## src/rtl/fetch_pkg.sv

```systemverilog
// Fetch-stage shared types: queue entry layout, default widths and a log2 helper.
// No logic; imported by fetch_queue and fetch_unit.
package fetch_pkg;

  localparam int FETCH_ADDR_W  = 32;
  localparam int FETCH_INSTR_W = 32;
  localparam int FETCH_DEPTH   = 4;
  localparam int FETCH_PC_STEP = 4;

  typedef struct packed {
    logic [FETCH_INSTR_W-1:0] instr;
    logic [FETCH_ADDR_W-1:0]  pc;
    logic [FETCH_ADDR_W-1:0]  pc_next;
  } fetch_entry_t;

  // Smallest r with 2**r >= n; used for pointer widths at elaboration.
  function automatic int clog2_f(input int n);
    int r;
    r = 0;
    for (int i = 0; i < 31; i++) begin
      if ((1 << i) < n) r = i + 1;
    end
    return r;
  endfunction

endpackage

```

## src/rtl/fetch_queue.sv

```systemverilog
// Prefetch FIFO of fetch entries: registered head, 1-cycle push-to-head, sync flush.
// Push and pop may coincide when full; the owner must never push a full queue without a pop.
module fetch_queue
  import fetch_pkg::*;
#(
  parameter int  DEPTH   = FETCH_DEPTH,
  parameter type entry_t = fetch_entry_t,
  localparam int PTR_W   = clog2_f(DEPTH)
) (
  input  logic           clk,
  input  logic           rst,
  input  logic           flush_i,
  input  logic           push_i,
  input  logic           pop_i,
  input  entry_t         push_dat_i,
  output entry_t         head_dat_o,
  output logic [PTR_W:0] count_o
);

  entry_t               mem_q [DEPTH];
  logic [PTR_W-1:0]     wptr_q, wptr_d;
  logic [PTR_W-1:0]     rptr_q, rptr_d;
  logic [PTR_W:0]       count_q, count_d;

  always_comb begin
    wptr_d  = wptr_q;
    rptr_d  = rptr_q;
    count_d = count_q;
    if (flush_i) begin
      wptr_d  = '0;
      rptr_d  = '0;
      count_d = '0;
    end else begin
      if (push_i) wptr_d = wptr_q + PTR_W'(1);
      if (pop_i)  rptr_d = rptr_q + PTR_W'(1);
      case ({push_i, pop_i})
        2'b10:   count_d = count_q + (PTR_W+1)'(1);
        2'b01:   count_d = count_q - (PTR_W+1)'(1);
        default: count_d = count_q;
      endcase
    end
  end

  always_ff @(posedge clk or posedge rst) begin
    if (rst) begin
      wptr_q  <= '0;
      rptr_q  <= '0;
      count_q <= '0;
    end else begin
      wptr_q  <= wptr_d;
      rptr_q  <= rptr_d;
      count_q <= count_d;
    end
  end

  // Storage needs no reset: contents are only observed while count is non-zero.
  always_ff @(posedge clk) begin
    if (push_i && !flush_i) mem_q[wptr_q] <= push_dat_i;
  end

  assign head_dat_o = mem_q[rptr_q];
  assign count_o    = count_q;

endmodule

```

## src/rtl/fetch_unit.sv

```systemverilog
// Fetch stage: PC register + prefetch queue; head registered, redirect-to-use latency 2.
// Stalls by holding PC once DEPTH entries are queued; FETCH_MISALIGN_CHECK_EN enables misaligned-redirect check.
module fetch_unit
  import fetch_pkg::*;
#(
  parameter int                ADDR_W   = FETCH_ADDR_W,
  parameter int                INSTR_W  = FETCH_INSTR_W,
  parameter int                DEPTH    = FETCH_DEPTH,
  parameter logic [ADDR_W-1:0] RESET_PC = '0,
  parameter int                PC_STEP  = FETCH_PC_STEP
) (
  input  logic               clk,
  input  logic               reset,
  input  logic               redirect,
  input  logic [ADDR_W-1:0]  redirect_addr,
  output logic [ADDR_W-1:0]  imem_addr,
  input  logic [INSTR_W-1:0] imem_rdata,
  output logic               out_valid,
  input  logic               out_ready,
  output logic [INSTR_W-1:0] out_instr,
  output logic [ADDR_W-1:0]  out_pc,
  output logic [ADDR_W-1:0]  out_pc_next,
  output logic               misalign_err
);

  localparam int                PTR_W   = clog2_f(DEPTH);
  localparam logic [PTR_W:0]    DEPTH_C = (PTR_W+1)'(DEPTH);
  localparam logic [ADDR_W-1:0] STEP_A  = ADDR_W'(PC_STEP);

  typedef struct packed {
    logic [INSTR_W-1:0] instr;
    logic [ADDR_W-1:0]  pc;
    logic [ADDR_W-1:0]  pc_next;
  } entry_t;

  logic [ADDR_W-1:0] pc_q, pc_d;
  logic [ADDR_W-1:0] pc_inc;
  logic [ADDR_W-1:0] target;
  logic [PTR_W:0]    count;
  logic              push, pop;
  entry_t            push_dat, head_dat;

  assign pc_inc = pc_q + STEP_A;
  assign pop    = out_valid && out_ready;
  assign push   = !redirect && ((count < DEPTH_C) || pop);

  always_comb begin
    pc_d = pc_q;
    if (redirect)  pc_d = target;
    else if (push) pc_d = pc_inc;
  end

  always_ff @(posedge clk or posedge reset) begin
    if (reset) pc_q <= RESET_PC;
    else       pc_q <= pc_d;
  end

`ifdef FETCH_MISALIGN_CHECK_EN
  localparam logic [ADDR_W-1:0] LOW_MASK = STEP_A - ADDR_W'(1);

  logic err_q, err_d;

  assign target = redirect_addr & ~LOW_MASK;
  assign err_d  = err_q || (redirect && ((redirect_addr & LOW_MASK) != '0));

  // Sticky until reset so software can poll it after the fact.
  always_ff @(posedge clk or posedge reset) begin
    if (reset) err_q <= 1'b0;
    else       err_q <= err_d;
  end

  assign misalign_err = err_q;
`else
  assign target       = redirect_addr;
  assign misalign_err = 1'b0;
`endif

  assign push_dat.instr   = imem_rdata;
  assign push_dat.pc      = pc_q;
  assign push_dat.pc_next = pc_inc;

  fetch_queue #(
    .DEPTH   (DEPTH),
    .entry_t (entry_t)
  ) u_queue (
    .clk        (clk),
    .rst        (reset),
    .flush_i    (redirect),
    .push_i     (push),
    .pop_i      (pop),
    .push_dat_i (push_dat),
    .head_dat_o (head_dat),
    .count_o    (count)
  );

  assign imem_addr   = pc_q;
  assign out_valid   = (count != '0);
  assign out_instr   = head_dat.instr;
  assign out_pc      = head_dat.pc;
  assign out_pc_next = head_dat.pc_next;

endmodule

```

## config.mk

```make
export PLATFORM = sky130hd
export DESIGN_NAME = fetch_unit
export DESIGN_NICKNAME = d
export VERILOG_FILES = /design/src/rtl/fetch_pkg.sv /design/src/rtl/fetch_queue.sv /design/src/rtl/fetch_unit.sv
export SDC_FILE = /design/constraint.sdc
export NUM_CORES = 1
export LEC_CHECK = 0
export BUFFER_PORTS_ARGS = -buffer_cell sky130_fd_sc_hd__buf_2
export CAP_MARGIN = 25
export CORE_MARGIN = 8
export CORE_UTILIZATION = 50
export CTS_BUF_LIST = sky130_fd_sc_hd__clkbuf_4
export CTS_CLUSTER_SIZE = 25
export DETAILED_ROUTE_END_ITERATION = 10
export GPL_ROUTABILITY_DRIVEN = 0
export PLACE_DENSITY = 0.73
export SLEW_MARGIN = 20
export SYNTH_ARGS = -nofsm -noshare
export SYNTH_HDL_FRONTEND = slang
export SYNTH_SLANG_ARGS = --single-unit
```

## constraint.sdc

```tcl
create_clock -name clk -period 3.8 [get_ports clk]
set_input_delay 0.38 -clock clk [delete_from_list [all_inputs] [get_ports clk]]
set_output_delay 0.38 -clock clk [all_outputs]
set_load 0.01 [all_outputs]
```

==> reports/summary.md, run 1 <==
- **worst IR drop on VDD** 0.335 mV
- **ratio of total power to cell area** 605 nW/um^2
- **sequential area share after synthesis** 0.756
- **number of warnings issued by yosys** 0
- **async set or reset register ratio after synthesis** 0.0940
- **largest cells by area after synthesis** sky130_fd_sc_hd__edfxtp_1 (70%), sky130_fd_sc_hd__mux4_2 (13%), sky130_fd_sc_hd__dfrtp_1 (6.0%), sky130_fd_sc_hd__xor2_1 (1.7%), sky130_fd_sc_hd__xnor2_1 (1.5%)
- **number of buffers on the longest clock path** 3
- **unrepaired setup endpoints after global routing** no
- **first-pass GRT wire length** 55600 um
- **Final ANT Viol Nets** 0
- **NumNets Final** 1214
- **actual transition at the worst max-transition pin** 0.706 ns
- **data required time at the worst endpoint** 3.42 ns
- **Clk Tree Root Cell** sky130_fd_sc_hd__clkbuf_4
- **switch share** 0.272
- **number of failing hold endpoints at the final stage** 0
- **Final Total Pwr** 11900 uW
- **CP max FO** 49
- **pin count of the biggest net entering global routing** 73
- **sequential fraction of design power** 0.489
- **worst rel slew slack** 0.530
- **worst-skew pair later-pin latency** 0.74 ns
- **Comb pwr share** 0.206
- **Top-Level Pins** 198
- **synthesized area divided by synthesized cell count** 20.2 sq um
- **net count of the mapped netlist** 879
- **fill cell total of the finished layout** 2390
- **data arrival time of the critical path** 2.61 ns
- **count of non-filler cells in the finished layout** 1656
- **flops & latches, synth** 415
- **dominant synthesized flop cell** sky130_fd_sc_hd__edfxtp_1
- **outcome** completed
- **nature of the critical path startpoint** flip-flop
- **area leader, netlist** sky130_fd_sc_hd__edfxtp_1
- **WL per Instance** 21.7 um
- **Final Instance Area** 19700 sq um
- **FMAX** 334 MHz
- **share of final-layout standard cells stronger than drive strength 1** 0.406
- **number of antenna violations at the first check in global routing** 1
- **Die Y-Extent** 196 um
- **area of the mapped netlist** 16200 sq um
- **routed vias** 8838
- **depth of the CTS H-tree** 3
- **Setup Buffers After CTS** 0
- **register clock-pin slew on the reported worst setup and hold paths** 0.06 ns
- **cell-by-cell listing of the critical path** buf_12, mux4_2, buf_2
- **CP max-delay cell** sky130_fd_sc_hd__dfrtp_4
- **Final period util** 0.787
- **per-cell via count in the routed design** 5.34
- **max incr delay on CP** 0.67 ns
- **Worst Setup SP** u_queue.rptr_q[0]
- **DRT iter0 DRCs** 611
- **synthesized instance count** 805
- **Post-Route Setup TNS** 0 ns
- **global-route congestion overflow total** 0
- **internal power component** 8690 uW
- **Leak Pwr** 0.00696 uW
- **Worst Setup Path Type** flip-flop to primary output
- **placed instance area** 17700 sq um
- **number of buffer cells added on primary ports** 196
- **Yosys top cell area share** 0.696
- **start point of the worst min-delay path** out_ready
- **DP Cell Count** 1410
- **Critical R2R Launch** u_queue.count_o[2]
- **First-pass DRT Iterations** 5
- **fraction of power consumed by the clock network** 0.304
- **routed wire length** 35900 um
- **Setup crit end kind** primary output
- **TritonCTS buffer count** 104
- **Hold/Removal Path Class** input port to flip-flop
- **number of distinct library cells after synthesis** 43
- **Net Switching** 3240 uW
- **via count of the first global-routing pass** 9747
- **post-synthesis to final-layout area growth** 21.5%
- **Num Clock Sinks** 415
- **core area** 32300 sq um
- **DRC violations left** 0
- **Die X** 196 um
- **fin. max-slew vios** 0
- **Setup-failing EPs final** 0
- **Min Clock Period, post-route** 2.99 ns
- **global-route usage over all layers** 0.190
- **skew final** 0.0324 ns
- **effective utilization at floorplan** 0.503
- **number of enable flip-flop cells after synthesis** 376
- **max_cap viols** 0
- **row cnt** 66
- **detailed placement HPWL** 21200 um
- **TritonCTS clock tree** done
- **DIE AREA** 38500 sq um
## cells by family (layout without fill, tap and decap cells)
logic type	after synthesis	count (layout)	synth area share
xor gates and xnor gates	60	60	0.0324
and+or+nand+nor	136	136	0.0459
buffers and inverters	53	461	0.0163
other	1	2	0.000231
muxes	97	97	0.132
DFF	415	415	0.756
adders and majority gates	6	6	0.00509
AOI/OAI and AO/OA	37	37	0.0116
## stage by stage
stage,util,hold WS [ns],setup WS (ns)
6_report,0.610,0.110,0.810
5_1_grt,0.610,0.0604,0.592
4_1_cts,0.610,0.00831,0.648
3_5_place_dp,0.549,0.560,1.28
3_3_place_gp,0.549,0.551,1.36
2_1_floorplan,-,0.479,0.186
## critical path, delay by kind of cell (launching register included)
kind	cells	cell delay (ns)
buffers and inverters	2	0.57
flip-flops	1	0.67
multiplexers	1	0.59
## final timing paths
kind,to,slack [ns],cells after the start
worst max-delay path,out_pc[26],0.81,3
worst min-delay path,u_queue.count_o[1],0.11,3
worst max register to register,u_queue.mem_q[3][79],1.31,5
worst min register to register,u_queue.wptr_q[1],0.57,2
max in group asynchronous,u_queue.rptr_q[1],3.02,4
min in group asynchronous,imem_addr[27],0.24,3
## flip-flops by register name, summed over array words and instances, names as in the netlist
signal / flops
u_queue.mem_q: 376
imem_addr: 32
u_queue.count_o: 3
u_queue.rptr_q: 2
u_queue.wptr_q: 2
## final cells by class
class | count | area [sq um] | share of cell area
Tap cell | 442 | 553 | 0.0281
Timing Repair Buffer | 277 | 1850 | 0.0940
Clock buffer | 161 | 1210 | 0.0613
Inverter | 5 | 18.8 | 0.000952
Clock inverter | 18 | 93.8 | 0.00476
Antenna cell | 1 | 2.50 | 0.000127
Multi-Input combinational cell | 337 | 3700 | 0.188
Sequential cell | 415 | 12300 | 0.623
## power by group through the flow
stage	clock network (uW)	logic (uW)	registers [uW]
after floorplan	0	1580	5840
after global placement	0	2450	5910
after detailed placement	0	2470	5940
after CTS	3750	2530	5850
after global routing	3990	2660	5890
final	3630	2460	5840
## cell usage in the layout, fill, tap and decap left out, drive strengths merged, types with 4 or more instances in the layout
| cell type | instances |
|---|---|
| a21oi | 4 |
| and2 | 7 |
| and3 | 6 |
| and4 | 4 |
| buf | 212 |
| clkbuf | 161 |
| clkinv | 15 |
| dfrtp | 39 |
| dlygate4sd3 | 65 |
| edfxtp | 376 |
| ha | 5 |
| inv | 7 |
| mux4 | 94 |
| nand2 | 49 |
| nand3 | 24 |
| nand4 | 14 |
| nor2 | 17 |
| nor3 | 7 |
| o21ai | 32 |
| xnor2 | 28 |
| xor2 | 32 |
## Yosys cell counts, drive strengths merged, types with 14 or more instances
| cell | n |
|---|---|
| edfxtp | 376 |
| xor2 | 32 |
| dfrtp | 39 |
| xnor2 | 28 |
| buf | 33 |
| clkbuf | 15 |
| mux4 | 94 |
| nand4 | 14 |
| nand2 | 49 |
| o21ai | 32 |
| nor2 | 17 |
| nand3 | 24 |
## repair_timing
item	in CTS	in global routing
hold endpoints to repair	199	0
hold buffers	65	0
gates resized for setup	0	0
endpoints found under the setup margin	0	0
## routing by layer
| layer | routed length (um) | track usage | vias to the layer above |
|---|---|---|---|
| met5 | 0 | 0 | - |
| met4 | 864 | 0.0831 | 0 |
| met3 | 2170 | 0.0423 | 59 |
| met2 | 17800 | 0.309 | 343 |
| met1 | 15000 | 0.244 | 4490 |
| li1 | - | - | 3946 |
Power figures use the tool's default switching activity.
==> run 2, diff against run 1 <==
--- a/config.mk
+++ b/config.mk
@@ -13,7 +13,7 @@
 export CTS_CLUSTER_SIZE = 25
 export DETAILED_ROUTE_END_ITERATION = 10
 export GPL_ROUTABILITY_DRIVEN = 0
-export PLACE_DENSITY = 0.73
+export PLACE_DENSITY = 0.7
 export SLEW_MARGIN = 20
 export SYNTH_ARGS = -nofsm -noshare
 export SYNTH_HDL_FRONTEND = slang
==> constraint.sdc (replaced) <==
create_clock -name clk -period 2.8 [get_ports clk]
set_input_delay 0.28 -clock clk [delete_from_list [all_inputs] [get_ports clk]]
set_output_delay 0.28 -clock clk [all_outputs]
set_load 0.01 [all_outputs]
==> reports/summary.md, run 2 (same netlist as run 1, synthesis figures left out) <==
- **number of antenna violations at the first check in global routing** 2, +1
- **routed vias** 8829, -0.10%
- **effective utilization at floorplan** 0.503, unchanged
- **worst rel slew slack** 0.516, -0.0140
- **post-synthesis to final-layout area growth** 23.1%
- **Hold/Removal Path Class** input port to asynchronous set/reset pin
- **depth of the CTS H-tree** 3, unchanged
- **actual transition at the worst max-transition pin** 0.726 ns, +0.0209 ns
- **Die X** 196 um, unchanged
- **most common cell after layout, fill and taps aside** sky130_fd_sc_hd__edfxtp_1
- **Final period util** 0.910
- **TritonCTS clock tree** done
- **unrepaired setup endpoints after global routing** no
- **most frequent cells in the layout** sky130_fd_sc_hd__edfxtp_1 (376), sky130_fd_sc_hd__buf_2 (196), sky130_fd_sc_hd__clkbuf_4 (159)
- **data required time at the worst endpoint** 2.52 ns, -0.90 ns
- **First-pass DRT Iterations** 5, unchanged
- **Final Util** 0.619, +0.00841
- **Post-Route Setup TNS** 0 ns, unchanged
- **data arrival time of the critical path** 2.27 ns, -0.34 ns
- **DIE AREA** 38500 sq um, unchanged
- **detailed placement HPWL** 22000 um, +4.1%
- **core area** 32300 sq um, unchanged
- **Final ANT Viol Nets** 0, unchanged
- **Die Y-Extent** 196 um, unchanged
- **Top-Level Pins** 198, unchanged
- **global-route congestion overflow total** 0, unchanged
- **max_cap viols** 0, unchanged
- **Setup-failing EPs final** 0, unchanged
- **row cnt** 66, unchanged
- **nature of the critical path startpoint** flip-flop
- **Leak Pwr** 0.00710 uW, +2.0%
- **number of flip-flops in the largest register** 376, unchanged
- **Num Clock Sinks** 415, unchanged
- **register with the most flip-flops** u_queue.mem_q
- **per-cell via count in the routed design** 5.25, -1.6%
- **skew final** 0.0280 ns, -0.00440 ns
- **FMAX** 393 MHz
- **via count of the first global-routing pass** 9749, +0.021%
- **number of buffer cells added on primary ports** 196, unchanged
- **count of non-filler cells in the finished layout** 1681, +1.5%
- **Setup crit end kind** primary output
- **global-route usage over all layers** 0.193, +0.00329
- **Worst Setup Path Type** flip-flop to primary output
- **TritonCTS buffer count** 104, unchanged
- **DRC violations left** 0, unchanged
- **share of final-layout standard cells stronger than drive strength 1** 0.413, +0.00667
- **register clock-pin slew on the reported worst setup and hold paths** 0.07 ns, about the same
- **CP max FO** 13, -73%
- **outcome** completed
- **WL per Instance** 21.7 um, +0.11%
- **DP Cell Count** 1423, +0.92%
- **Clk Tree Root Cell** sky130_fd_sc_hd__clkbuf_4
- **Min Clock Period, post-route** 2.55 ns
- **NumNets Final** 1229, +1.2%
- **ratio of total power to cell area** 828 nW/um^2, +37%
- **cells on worst reg2reg path** 5, unchanged
- **worst-skew pair later-pin latency** 0.73 ns, about the same
- **pin count of the biggest net entering global routing** 70, -4.1%
- **worst IR drop on VDD** 0.505 mV, +51%
- **first-pass GRT wire length** 56300 um, +1.3%
- **number of buffers on the longest clock path** 3, unchanged
- **DRT iter0 DRCs** 543, -11%
- **number of failing hold endpoints at the final stage** 0, unchanged
- **fin. max-slew vios** 0, unchanged
- **routed wire length** 36500 um, +1.6%
run 2: changes by cell type in the layout (fill, tap and decap cells not counted), sizes merged:
cell         before  now
clkbuf          161  159
dlygate4sd3      65   66
buf             212  226
clkinv           15   24
bufinv            1    3
diode             1    2
run 2: per-stage QoR:
stage	hold WS, ns	power (uW)	setup WS, ns	cell area, sq um
after global placement	0.383	11400	0.639	17900
after CTS	0.0847	16800	0.116	20000
after floorplan	0.379	10000	0.235	16200
after global routing	0.149	17400	0.111	20000
final	0.175	16500	0.252	20000
after detailed placement	0.383	11500	0.537	17900
run 2: critical path, stage by stage (launching register included):
cell,delay (ns)
sky130_fd_sc_hd__dfrtp_4,0.49
sky130_fd_sc_hd__buf_4,0.31
sky130_fd_sc_hd__mux4_2,0.58
sky130_fd_sc_hd__buf_2,0.17
run 2: layout make-up:
cell class | instances | area (sq um)
fillers | 2355 | 12300
flip-flops and latches | 415 | 12300
multi-input cells | 337 | 3700
repair buffers | 292 | 2040
clock buffers | 159 | 1190
well taps | 442 | 553
clock inverters | 29 | 193
inverters | 5 | 18.8
diodes | 2 | 5.00
run 2: path summary, 6_finish.rpt:
path	from	end	slack (ns)
setup reg to reg	imem_addr[10]	u_queue.mem_q[0][31]	0.50
setup / recovery	u_queue.rptr_q[0]	out_pc_next[17]	0.25
min in group clk	redirect	u_queue.mem_q[3][14]	0.22
max in group asynchronous	reset	imem_addr[29]	1.90
hold / removal	reset	imem_addr[25]	0.17
hold reg to reg	u_queue.wptr_q[1]	u_queue.wptr_q[1]	0.58
run 2: timing repair:
item | 4_1_cts | 5_1_grt
endpoints found under the hold margin | 188 | 0
setup endpoints to repair | 84 | 0
hold buffers | 66 | 0
gates resized for setup | 0 | 0
setup buffers | 2 | 0
run 2: routing by layer:
metal	wire length [um]	track usage	part of all wire	vias up
met3	2640	0.0593	0.072	44
li1	-	-	-	3994
met2	17700	0.309	0.49	315
met5	0	0	0	-
met4	716	0.0736	0.020	0
met1	15400	0.246	0.42	4476
run 2: report_power, final:
group          total [uW]  switching (uW)  internal, uW
sequential           7860             307          7550
clock                5170            2310          2860
combinational        3520            1870          1650
total               16500            4490         12100
==> run 3, diff against run 2 <==
--- a/config.mk
+++ b/config.mk
@@ -8,12 +8,11 @@
 export BUFFER_PORTS_ARGS = -buffer_cell sky130_fd_sc_hd__buf_2
 export CAP_MARGIN = 25
 export CORE_MARGIN = 8
-export CORE_UTILIZATION = 50
+export CORE_UTILIZATION = 45
 export CTS_BUF_LIST = sky130_fd_sc_hd__clkbuf_4
 export CTS_CLUSTER_SIZE = 25
 export DETAILED_ROUTE_END_ITERATION = 10
 export GPL_ROUTABILITY_DRIVEN = 0
-export PLACE_DENSITY = 0.7
 export SLEW_MARGIN = 20
 export SYNTH_ARGS = -nofsm -noshare
 export SYNTH_HDL_FRONTEND = slang
==> reports/summary.md, run 3 (same netlist as run 1, synthesis figures left out) <==
- **most frequent cells in the layout** sky130_fd_sc_hd__edfxtp_1 (376), sky130_fd_sc_hd__buf_2 (196), sky130_fd_sc_hd__clkbuf_4 (158)
- **Clk Tree Root Cell** sky130_fd_sc_hd__clkbuf_4
- **count of non-filler cells in the finished layout** 1719, +2.3%
- **number of failing hold endpoints at the final stage** 0, unchanged
- **routed wire length** 37500 um, +2.9%
- **effective utilization at floorplan** 0.456, -0.0464
- **per-cell via count in the routed design** 5.17, -1.6%
- **worst IR drop on VDD** 0.485 mV, -4.1%
- **number of buffers on the longest clock path** 3, unchanged
- **global-route usage over all layers** 0.180, -0.0131
- **reg-to-reg endpoint** imem_addr[27]
- **most common cell after layout, fill and taps aside** sky130_fd_sc_hd__edfxtp_1
- **worst rel slew slack** 0.540, +0.0240
- **unrepaired setup endpoints after global routing** yes
- **via count of the first global-routing pass** 9800, +0.52%
- **actual transition at the worst max-transition pin** 0.690 ns, -0.0361 ns
- **data arrival time of the critical path** 2.39 ns, +0.12 ns
- **data required time at the worst endpoint** 2.52 ns, about the same
- **skew final** 0.0702 ns, +0.0421 ns
- **first-pass GRT wire length** 57100 um, +1.4%
- **pin count of the biggest net entering global routing** 52, -26%
- **Top-Level Pins** 198, unchanged
- **TritonCTS buffer count** 106, +1.9%
- **slack of the worst reg-to-reg path** 0.23 ns, -0.27 ns
- **worst setup margin** 0.132 ns, -0.120 ns
- **WL per Instance** 21.8 um, +0.61%
- **number of buffer cells added on primary ports** 196, unchanged
- **detailed placement HPWL** 22900 um, +3.8%
- **nature of the critical path startpoint** flip-flop
- **Setup-failing EPs final** 0, unchanged
- **DIE AREA** 42400 sq um, +10%
- **Die Y-Extent** 206 um, +5.0%
- **First-pass DRT Iterations** 5, unchanged
- **DRT iter0 DRCs** 533, -1.8%
- **post-synthesis to final-layout area growth** 24.7%
- **Worst Setup Path Type** flip-flop to primary output
- **max_cap viols** 0, unchanged
- **Critical R2R Launch** imem_addr[15]
- **CP max FO** 45, +32
- **FMAX** 375 MHz, -4.5%
- **number of antenna violations at the first check in global routing** 2, unchanged
- **Final ANT Viol Nets** 0, unchanged
- **share of final-layout standard cells stronger than drive strength 1** 0.407, -0.00578
- **ratio of total power to cell area** 825 nW/um^2, -0.39%
- **Hold/Removal Path Class** input port to asynchronous set/reset pin
- **worst-skew pair later-pin latency** 0.77 ns, +0.04 ns
- **post-placement worst setup slack** 0.464 ns, -0.0729 ns
- **DRC violations left** 0, unchanged
- **row cnt** 69, +4.5%
- **global-route congestion overflow total** 0, unchanged
- **NumNets Final** 1249, +1.6%
- **Setup crit end kind** primary output
- **number of flip-flops in the largest register** 376, unchanged
- **Min Clock Period, post-route** 2.67 ns, +0.120 ns
- **cells on worst reg2reg path** 6, +1
- **DP Cell Count** 1443, +1.4%
- **Leak Pwr** 0.00718 uW, +1.1%
- **core area** 35600 sq um, +10%
- **Num Clock Sinks** 415, unchanged
- **fin. max-slew vios** 0, unchanged
- **routed vias** 8886, +0.65%
- **outcome** completed
- **register clock-pin slew on the reported worst setup and hold paths** 0.07 ns, about the same
- **register with the most flip-flops** u_queue.mem_q
- **depth of the CTS H-tree** 3, unchanged
- **TritonCTS clock tree** done
- **Final period util** 0.953, +0.0429
- **Die X** 206 um, +5.0%
run 3: changes by cell type in the layout (fill, tap and decap cells not counted), moves of 3 or more:
cell,delta
sky130_fd_sc_hd__dlygate4sd3_1,+18
sky130_fd_sc_hd__buf_12,+3
sky130_fd_sc_hd__buf_4,-3
sky130_fd_sc_hd__clkinv_1,+3
run 3: per-layer routing:
layer,global-route usage,vias to the layer above,wire length (um)
met1,0.239,4540,16200
li1,-,4017,-
met3,0.0436,44,2440
met4,0.0588,2,541
met2,0.291,283,18300
met5,0,-,8
run 3: repair_timing:
| action | 4_1_cts | 5_1_grt |
|---|---|---|
| resized for setup | 0 | 2 |
| hold buffers | 84 | 0 |
| buffers inserted | 1 | 0 |
| endpoints found under the hold margin | 204 | 0 |
| setup endpoints to repair | 7 | 7 |
run 3: worst max-delay path by stage:
stage                     slack (ns)  cells past startpoint          startpoint                    to
final                           0.13                      3   u_queue.rptr_q[0]       out_pc_next[19]
after floorplan                 0.23                      4  u_queue.count_o[2]  u_queue.mem_q[0][10]
after global routing           -0.02                      3   u_queue.rptr_q[0]       out_pc_next[19]
after global placement          0.61                      6        imem_addr[4]  u_queue.mem_q[0][29]
after CTS                      0.009                      3   u_queue.rptr_q[0]             out_pc[9]
after detailed placement        0.46                      6        imem_addr[4]  u_queue.mem_q[0][29]
run 3: where the power goes:
part	switching [uW]	internal, uW	total, uW
clock	2330	2940	5270
sequential	293	7550	7850
combinational	1920	1660	3580
total	4550	12200	16700
run 3: stage by stage:
stage	hold WS (ns)	util	instance area, sq um	total power (uW)	TNS [ns]
after floorplan	0.379	-	16200	10000	0
after detailed placement	0.373	0.505	18000	11600	0
after global placement	0.376	0.505	18000	11500	0
final	0.132	0.569	20200	16700	0
after CTS	0.0300	0.569	20200	17000	0
after global routing	0.107	0.569	20200	17500	-0.0460
run 3: worst max-delay path, cell delays in order (launching register included):
cell and delay, ns:
sky130_fd_sc_hd__dfrtp_4 0.45, sky130_fd_sc_hd__buf_12 0.35, sky130_fd_sc_hd__mux4_2 0.61, sky130_fd_sc_hd__buf_2 0.17
run 3: area by class of cell:
| cell class | count | area [sq um] |
|---|---|---|
| Inverter | 5 | 18.8 |
| Antenna cell | 1 | 2.50 |
| Multi-Input combinational cell | 337 | 3710 |
| Sequential cell | 415 | 12300 |
| Clock inverter | 32 | 230 |
| Clock buffer | 158 | 1190 |
| Tap cell | 461 | 577 |
| Timing Repair Buffer | 310 | 2240 |
| Fill cell | 2889 | 15300 |
